[config.mk]
export PLATFORM = sky130hd
export DESIGN_NAME = pipe_hazard_ctrl
export DESIGN_NICKNAME = d
export VERILOG_FILES = /design/src/rtl/pipe_hazard_ctrl_pkg.sv /design/src/rtl/pipe_hazard_ctrl_sat_counter.sv /design/src/rtl/pipe_hazard_ctrl.sv
export SDC_FILE = /design/constraint.sdc
export NUM_CORES = 1
export LEC_CHECK = 0
export CAP_MARGIN = 40
export CORE_MARGIN = 2
export CORE_UTILIZATION = 43
export DETAILED_ROUTE_END_ITERATION = 8
export PLACE_DENSITY = 0.71
export SKIP_CTS_REPAIR_TIMING = 1
export SLEW_MARGIN = 25
export SYNTH_ARGS = -nofsm -noshare
export SYNTH_HDL_FRONTEND = slang
export SYNTH_SLANG_ARGS = --single-unit
[constraint.sdc]
create_clock -name clk -period 1.9 [get_ports clk]
set_input_delay 0.475 -clock clk [delete_from_list [all_inputs] [get_ports clk]]
set_output_delay 0.475 -clock clk [all_outputs]
set_load 0.05 [all_outputs]
[src/rtl/pipe_hazard_ctrl_pkg.sv]
// Shared types and constants for the pipeline stall/flush sequencer.
package pipe_hazard_ctrl_pkg;

  typedef enum logic [1:0] {
    StRun      = 2'd0,
    StDmemWait = 2'd1,
    StDrain    = 2'd2,
    StHalted   = 2'd3
  } hz_state_e;

  localparam int unsigned DefaultMaxWait = 64;

  typedef struct packed {
    logic pc_en;
    logic en_fd;
    logic flush_fd;
    logic en_dx;
    logic flush_dx;
    logic en_xm;
    logic en_mw;
  } hz_ctrl_t;

endpackage

[src/rtl/pipe_hazard_ctrl_sat_counter.sv]
// Saturating up-counter with synchronous reset and clear (clear wins over enable).
module pipe_hazard_ctrl_sat_counter #(
  parameter int unsigned Width = 8
) (
  input  logic             clk,
  input  logic             rst,
  input  logic             en,
  input  logic             clr,
  output logic [Width-1:0] count
);

  logic [Width-1:0] count_q, count_d;

  always_comb begin
    count_d = count_q;
    if (clr) begin
      count_d = '0;
    end else if (en && (count_q != {Width{1'b1}})) begin
      count_d = count_q + Width'(1);
    end
  end

  always_ff @(posedge clk) begin
    if (rst) begin
      count_q <= '0;
    end else begin
      count_q <= count_d;
    end
  end

  assign count = count_q;

endmodule

[src/rtl/pipe_hazard_ctrl.sv]
// Stall/flush sequencer for the 5-stage pipeline: hazard arbitration, halt drain,
// stall-cycle accounting and stuck data-memory detection.
module pipe_hazard_ctrl
  import pipe_hazard_ctrl_pkg::*;
#(
  parameter int unsigned CNT_W    = 16,
  parameter int unsigned MAX_WAIT = DefaultMaxWait
) (
  input  logic             clk,
  input  logic             rst,
  input  logic             instMemStall,
  input  logic             dataMemStall,
  input  logic             loadUse,
  input  logic             redirect,
  input  logic             haltID,
  input  logic             haltWB,
  output logic             pcEn,
  output logic             en_FD,
  output logic             flush_FD,
  output logic             en_DX,
  output logic             flush_DX,
  output logic             en_XM,
  output logic             en_MW,
  output logic             halted,
  output logic             err,
  output logic [CNT_W-1:0] stallCycles
);

  localparam int unsigned WaitW = $clog2(MAX_WAIT + 1);

  hz_state_e        state_q, state_d;
  hz_ctrl_t         ctrl;
  logic             err_q, err_d;
  logic             in_drain, active;
  logic             dmem_stall_cyc, count_stall;
  logic [WaitW-1:0] wait_cnt;

  assign in_drain = (state_q == StDrain);
  assign active   = (state_q != StHalted);

  always_comb begin
    ctrl    = '{pc_en: 1'b1, en_fd: 1'b1, flush_fd: 1'b0, en_dx: 1'b1,
                flush_dx: 1'b0, en_xm: 1'b1, en_mw: 1'b1};
    state_d = state_q;
    if (!active) begin
      ctrl = '0;
    end else if (dataMemStall) begin
      // MEM/WB still advances; the datapath masks the write so it holds a bubble.
      ctrl    = '{pc_en: 1'b0, en_fd: 1'b0, flush_fd: 1'b0, en_dx: 1'b0,
                  flush_dx: 1'b0, en_xm: 1'b0, en_mw: 1'b1};
      state_d = in_drain ? StDrain : StDmemWait;
    end else begin
      if (redirect) begin
        ctrl.flush_fd = 1'b1;
        ctrl.flush_dx = 1'b1;
      end else if (loadUse) begin
        ctrl.pc_en    = 1'b0;
        ctrl.en_fd    = 1'b0;
        ctrl.flush_dx = 1'b1;
      end else if (haltID || in_drain || instMemStall) begin
        ctrl.pc_en    = 1'b0;
        ctrl.flush_fd = 1'b1;
      end
      if (in_drain) begin
        ctrl.pc_en = 1'b0;
      end
      if (in_drain || (haltID && !redirect && !loadUse)) begin
        state_d = StDrain;
      end else begin
        state_d = StRun;
      end
    end
    // A halt retiring in WB stops the core unless a data access is still pending.
    if (active && haltWB && !((state_q == StDmemWait) && dataMemStall)) begin
      state_d = StHalted;
    end
    if (rst) begin
      ctrl = '0;
    end
  end

  assign dmem_stall_cyc = active && dataMemStall;
  assign count_stall    = !ctrl.pc_en && ((state_q == StRun) || (state_q == StDmemWait));
  assign err_d          = err_q || (wait_cnt == WaitW'(MAX_WAIT));

  always_ff @(posedge clk) begin
    if (rst) begin
      state_q <= StRun;
      err_q   <= 1'b0;
    end else begin
      state_q <= state_d;
      err_q   <= err_d;
    end
  end

  pipe_hazard_ctrl_sat_counter #(
    .Width(CNT_W)
  ) u_stall_cnt (
    .clk  (clk),
    .rst  (rst),
    .en   (count_stall),
    .clr  (1'b0),
    .count(stallCycles)
  );

  pipe_hazard_ctrl_sat_counter #(
    .Width(WaitW)
  ) u_wait_cnt (
    .clk  (clk),
    .rst  (rst),
    .en   (dmem_stall_cyc),
    .clr  (!dmem_stall_cyc),
    .count(wait_cnt)
  );

  assign pcEn     = ctrl.pc_en;
  assign en_FD    = ctrl.en_fd;
  assign flush_FD = ctrl.flush_fd;
  assign en_DX    = ctrl.en_dx;
  assign flush_DX = ctrl.flush_dx;
  assign en_XM    = ctrl.en_xm;
  assign en_MW    = ctrl.en_mw;
  assign halted   = !rst && (state_q == StHalted);
  assign err      = err_q;

endmodule

; ---- Word-level counts from Yosys, hierarchy flattened
; Cells that the tools add are included.
[word_totals]
reg_bits = 26
out_inout_bits = 25
[classes]
n_eq_ne = 7
n_reduce_logical = 23
muxes = 21
bitwise_logic = 1
add_sub_neg = 2
[ops]
columns = cell, count
row1 = "adder 16 x 1 -> 16 bit, second input constant", 1
row2 = "!= test 16 bit, second input constant", 1
row3 = 2-to-1 mux 2 bit, 7
row4 = 2-to-1 mux 7 bit, 2
row5 = 2-to-1 mux 1 bit, 11
row6 = logical AND 1 bit, 10
row7 = "adder 7 x 1 -> 7 bit, second input constant", 1
row8 = "equality test 7 bit, second input constant", 1
row9 = "!= test 7 bit, second input constant", 1
row10 = logical NOT 1 bit, 5
row11 = logical OR 1 bit, 5
row12 = "equality test 2 bit, second input constant", 2
row13 = 2-to-1 mux 3 bit, 1
row14 = "equality test 2 x 1 -> 1 bit, second input constant", 1
row15 = logical NOT 2 bit, 1
row16 = "!= test 2 bit, second input constant", 1
row17 = nonzero test 2 bit, 1
row18 = OR reduction 2 bit, 1
row19 = inverter 1 bit, 1

; ---- Depth between registers and ports, before layout
[logic_depth]
depth_word = 13
depth_mapped = 7

; ---- By module
; A second synthesis with hierarchy kept.
[hier_totals]
cells_unflattened = 173
area_unflattened_um2 = 1496.4
[modules_own_cells]
columns = mod, instances, seq_area_each_um2, area_per_inst_um2, cells_per_inst
row1 = pipe_hazard_ctrl_sat_counter at u_stall_cnt, 1, 320.3, 917.1, 102
row2 = pipe_hazard_ctrl_sat_counter at u_wait_cnt, 1, 140.1, 341.6, 36
row3 = pipe_hazard_ctrl, 1, 60.1, 237.7, 35

; ---- Least setup slack after synthesis
; No wires, ideal clock.
[synth_path]
path_type = input -> output
start = input port rst
end = output port en_FD
arrival_time_ns = 3.473
path_slack_ns = -2.048
required_time_ns = 1.425
cell_stages = 3
cell_sequence = a21oi_1 nor2b_1 a21boi_0
[synth_between]
elab_chain_len = 1
[synth_lines]
columns = item, line
row1 = from (decl), pipe_hazard_ctrl.sv:10  ; input logic rst,
row2 = 2-to-1 mux 7 bit, pipe_hazard_ctrl.sv:77  ; if (rst) begin
row3 = to (decl), pipe_hazard_ctrl.sv:18  ; output logic en_FD,
; No other way between the ends.

; ---- Final worst setup path
[layout_path]
start = register state_q[1]
end = output port en_FD
[layout_between]
elab_chain_len = 3
[layout_lines]
columns = item, line
row1 = from (decl), pipe_hazard_ctrl.sv:31  ; hz_state_e state_q, state_d;
row2 = from (signal assigned), pipe_hazard_ctrl.sv:88  ; state_q <= StRun;
row3 = from (signal assigned), pipe_hazard_ctrl.sv:91  ; state_q <= state_d;
row4 = != test 2 bit, pipe_hazard_ctrl.sv:39  ; assign active = (state_q != StHalted);
row5 = 2-to-1 mux 7 bit, pipe_hazard_ctrl.sv:45  ; if (!active) begin
row6 = 2-to-1 mux 7 bit, pipe_hazard_ctrl.sv:77
; No other way between the ends.

==> out/qor.txt <==
Final WS setup - -0.04378 ns
Min Hold Slack - 0.4899 ns
H-Tree Level Count - 1
Most frequent cell after synthesis - dfxtp_1
Antenna-violating nets left - 0
Setup violations, final - 4
WL final - 3.498 mm
Longest Clk Path Bufs - 2
CTS tree - done
Die height - 59.67 um
Setup TNS - -0.1177 ns
DRT iter0 DRCs - 66
Final Core Density - 0.6804
Violated checks - negative setup slack
Hold Vio Cnt, Final - 0
Max stage delay on crit path - 0.35 ns
Max VDD drop - 0.0003692 V
Top cells by area, synth - dfxtp_1 (39%), xnor2_1 (8.5%), nor2_1 (7.0%)
Cell area after synthesis - 1333 um2
Total die area - 3560 um2
Max-cap violation count - 0
Most used DFF post-synth - dfxtp_1
CP arrival - 1.47 ns
Syn. warnings - 0
Via density - 5.514
Worst-path clk slew - 0.14 ns
Pleak - 0.8069 nW
CP required - 1.42 ns
Area growth, synth to finish - 53.33%
Max-slew headroom - 0.7565
Pre-antenna DRT Iters - 5
Largest net degree at the start of global routing - 17
First-pass GRT wire length - 5.637 mm
Initial antenna violation count - 0
Cell Rows - 20
Number of synthesized flops with an enable pin - 0
DRC - 0
Initial Utilization - 0.4438
Peak Freq - 514.5 MHz
Status - finished, violations left
Total design power - 0.001238 W
Final min period - 1.944 ns
Setup Skew - 0.01005 ns
RSZ-0062 raised after global routing - yes
Kind of critical path - flop to output pin
Top cells by count, synth - dfxtp_1 (26), nor2_1 (25), nand2_1 (13), xnor2_1 (13), a21oi_1 (9)
Syn Area/Cell - 8.225 um2
TritonCTS Buffers - 3
Max Slew Vio Count - 0
Worst-Skew Late Latency - 0.33 ns
Total number of vias - 1362
Synthesized flop and latch total - 26
Post-synth cell types - 37
Startpoint Class - flop
Clk sinks - 26
Hold Crit Class - flop to flop
GRT Util Overall - 0.2046
Dpl hpwl - 2.554 mm
Synth top area share - 0.3906
IO buf count - 32
Async set-reset flop share out of synthesis - 0
Tcrit/Tclk final - 1.023
Mapped Cells - 162
Worst slew pin tran - 0.3602 ns
Syn Nets - 173
Register area share after synthesis - 0.3906
Routed len/inst - 14.16 um
GRT Residual Overflow - 0
CP Capture Type - output pin
Chip width - 59.67 um
CTS root buf - clkbuf_4
Fillers - 245
Maximum fanout along the worst path - 4
Share of cells above drive strength 1 - 0.3738
Area leader, netlist - dfxtp_1
Nets - 226
CP max stage cell - dfxtp_2
Core ar. - 3003 um2
Worst-path cell chain - buf_6, a21oi_4, nor2b_4, a21boi_4, buf_12
Vias in the first global route - 1288
# diodes - 0
Pwr Density - 605.9 nW/um2
Ports - 33
Gp weighted congestion - 0.8585
Post-placement setup slack - -0.5237 ns
-- cell type report --
type	count	area, um2	area share
sequential	26	538.0	0.2633
clock inverter	1	30.03	0.01470
timing repair buffer	53	545.5	0.2670
clock buffer	3	22.52	0.01102
multi-input combinational	124	839.6	0.4109
inverter	7	26.28	0.01286
tap	33	41.29	0.02021
-- through the flow --
| stage | instance area [um2] | instances |
|---|---|---|
| final | 2043 | 247 |
| after global routing | 2043 | 247 |
| after CTS | 1946 | 242 |
| after detailed placement | 1893 | 238 |
| after global placement | 1893 | 238 |
| after floorplan | 1396 | 162 |
-- layout by cell type, fill, tap and decap left out, types with 3 or more instances in the layout --
| cell | synthesis | routed |
|---|---|---|
| nand3_1 | 5 | 5 |
| xor2_1 | 3 | 3 |
| dfxtp_1 | 26 | 12 |
| dlymetal6s2s_1 | 0 | 6 |
| buf_6 | 0 | 4 |
| inv_1 | 7 | 7 |
| nand4_1 | 6 | 6 |
| nor4b_1 | 4 | 3 |
| buf_4 | 1 | 34 |
| nor4_1 | 7 | 6 |
| clkbuf_4 | 0 | 3 |
| dfxtp_2 | 0 | 14 |
| nor2_1 | 25 | 24 |
| nand2_1 | 13 | 13 |
| a21oi_1 | 9 | 7 |
| ha_1 | 3 | 3 |
| nor3_1 | 8 | 7 |
| xnor2_1 | 13 | 13 |
| buf_12 | 0 | 8 |
-- routing by layer --
layer  GRT usage  vias to the layer above  wire length [um]
li1            -                      684                 -
met1      0.2671                      630              1580
met2      0.3447                       46              1720
met3     0.02814                        2               178
met4     0.06984                        0                19
met5           0                        -                 0
-- power breakdown --
part | internal, W | total (W) | switching (W)
clock | 0.000213 | 0.000388 | 0.000175
combinational | 0.000124 | 0.000272 | 0.000148
sequential | 0.000561 | 0.000578 | 0.0000170
-- sequential cells by signal (all words and copies together), names as in the netlist --
| signal | flops |
|---|---|
| state_q | 2 |
| u_wait_cnt.count | 7 |
| err | 1 |
| u_stall_cnt.count | 16 |
-- critical path, delay by kind of cell (launching register included) --
kind,cells,cell delay (ns)
AOI/OAI and AO/OA,2,0.35
buffers and inverters,2,0.27
DFF,1,0.35
and+or+nand+nor,1,0.18
-- worst paths after layout --
path / start / endpoint / slack [ns] / depth (start not counted)
worst max-delay path: state_q[1]$_SDFFE_PP0P_ / en_FD / -0.04 / 5
worst min-delay path: err$_SDFF_PP0_ / err$_SDFF_PP0_ / 0.49 / 2
worst max register to register: state_q[1]$_SDFFE_PP0P_ / u_stall_cnt.count[13]$_SDFFE_PP0P_ / 0.09 / 5
worst min register to register: err$_SDFF_PP0_ / err$_SDFF_PP0_ / 0.49 / 2
-- cell families (layout without fill, tap and decap cells) --
| family | count (synthesis) | count (layout) | synth area share |
|---|---|---|---|
| AND/OR/NAND/NOR | 80 | 80 | 0.3127 |
| flip-flops | 26 | 26 | 0.3906 |
| AO/OA/AOI/OAI | 25 | 25 | 0.1268 |
| XOR/XNOR | 16 | 16 | 0.1052 |
| buffers and inverters | 12 | 64 | 0.03662 |
| adder cells (fa/ha/maj) | 3 | 3 | 0.02817 |
Note: power is estimated with default switching activity, not from simulation.
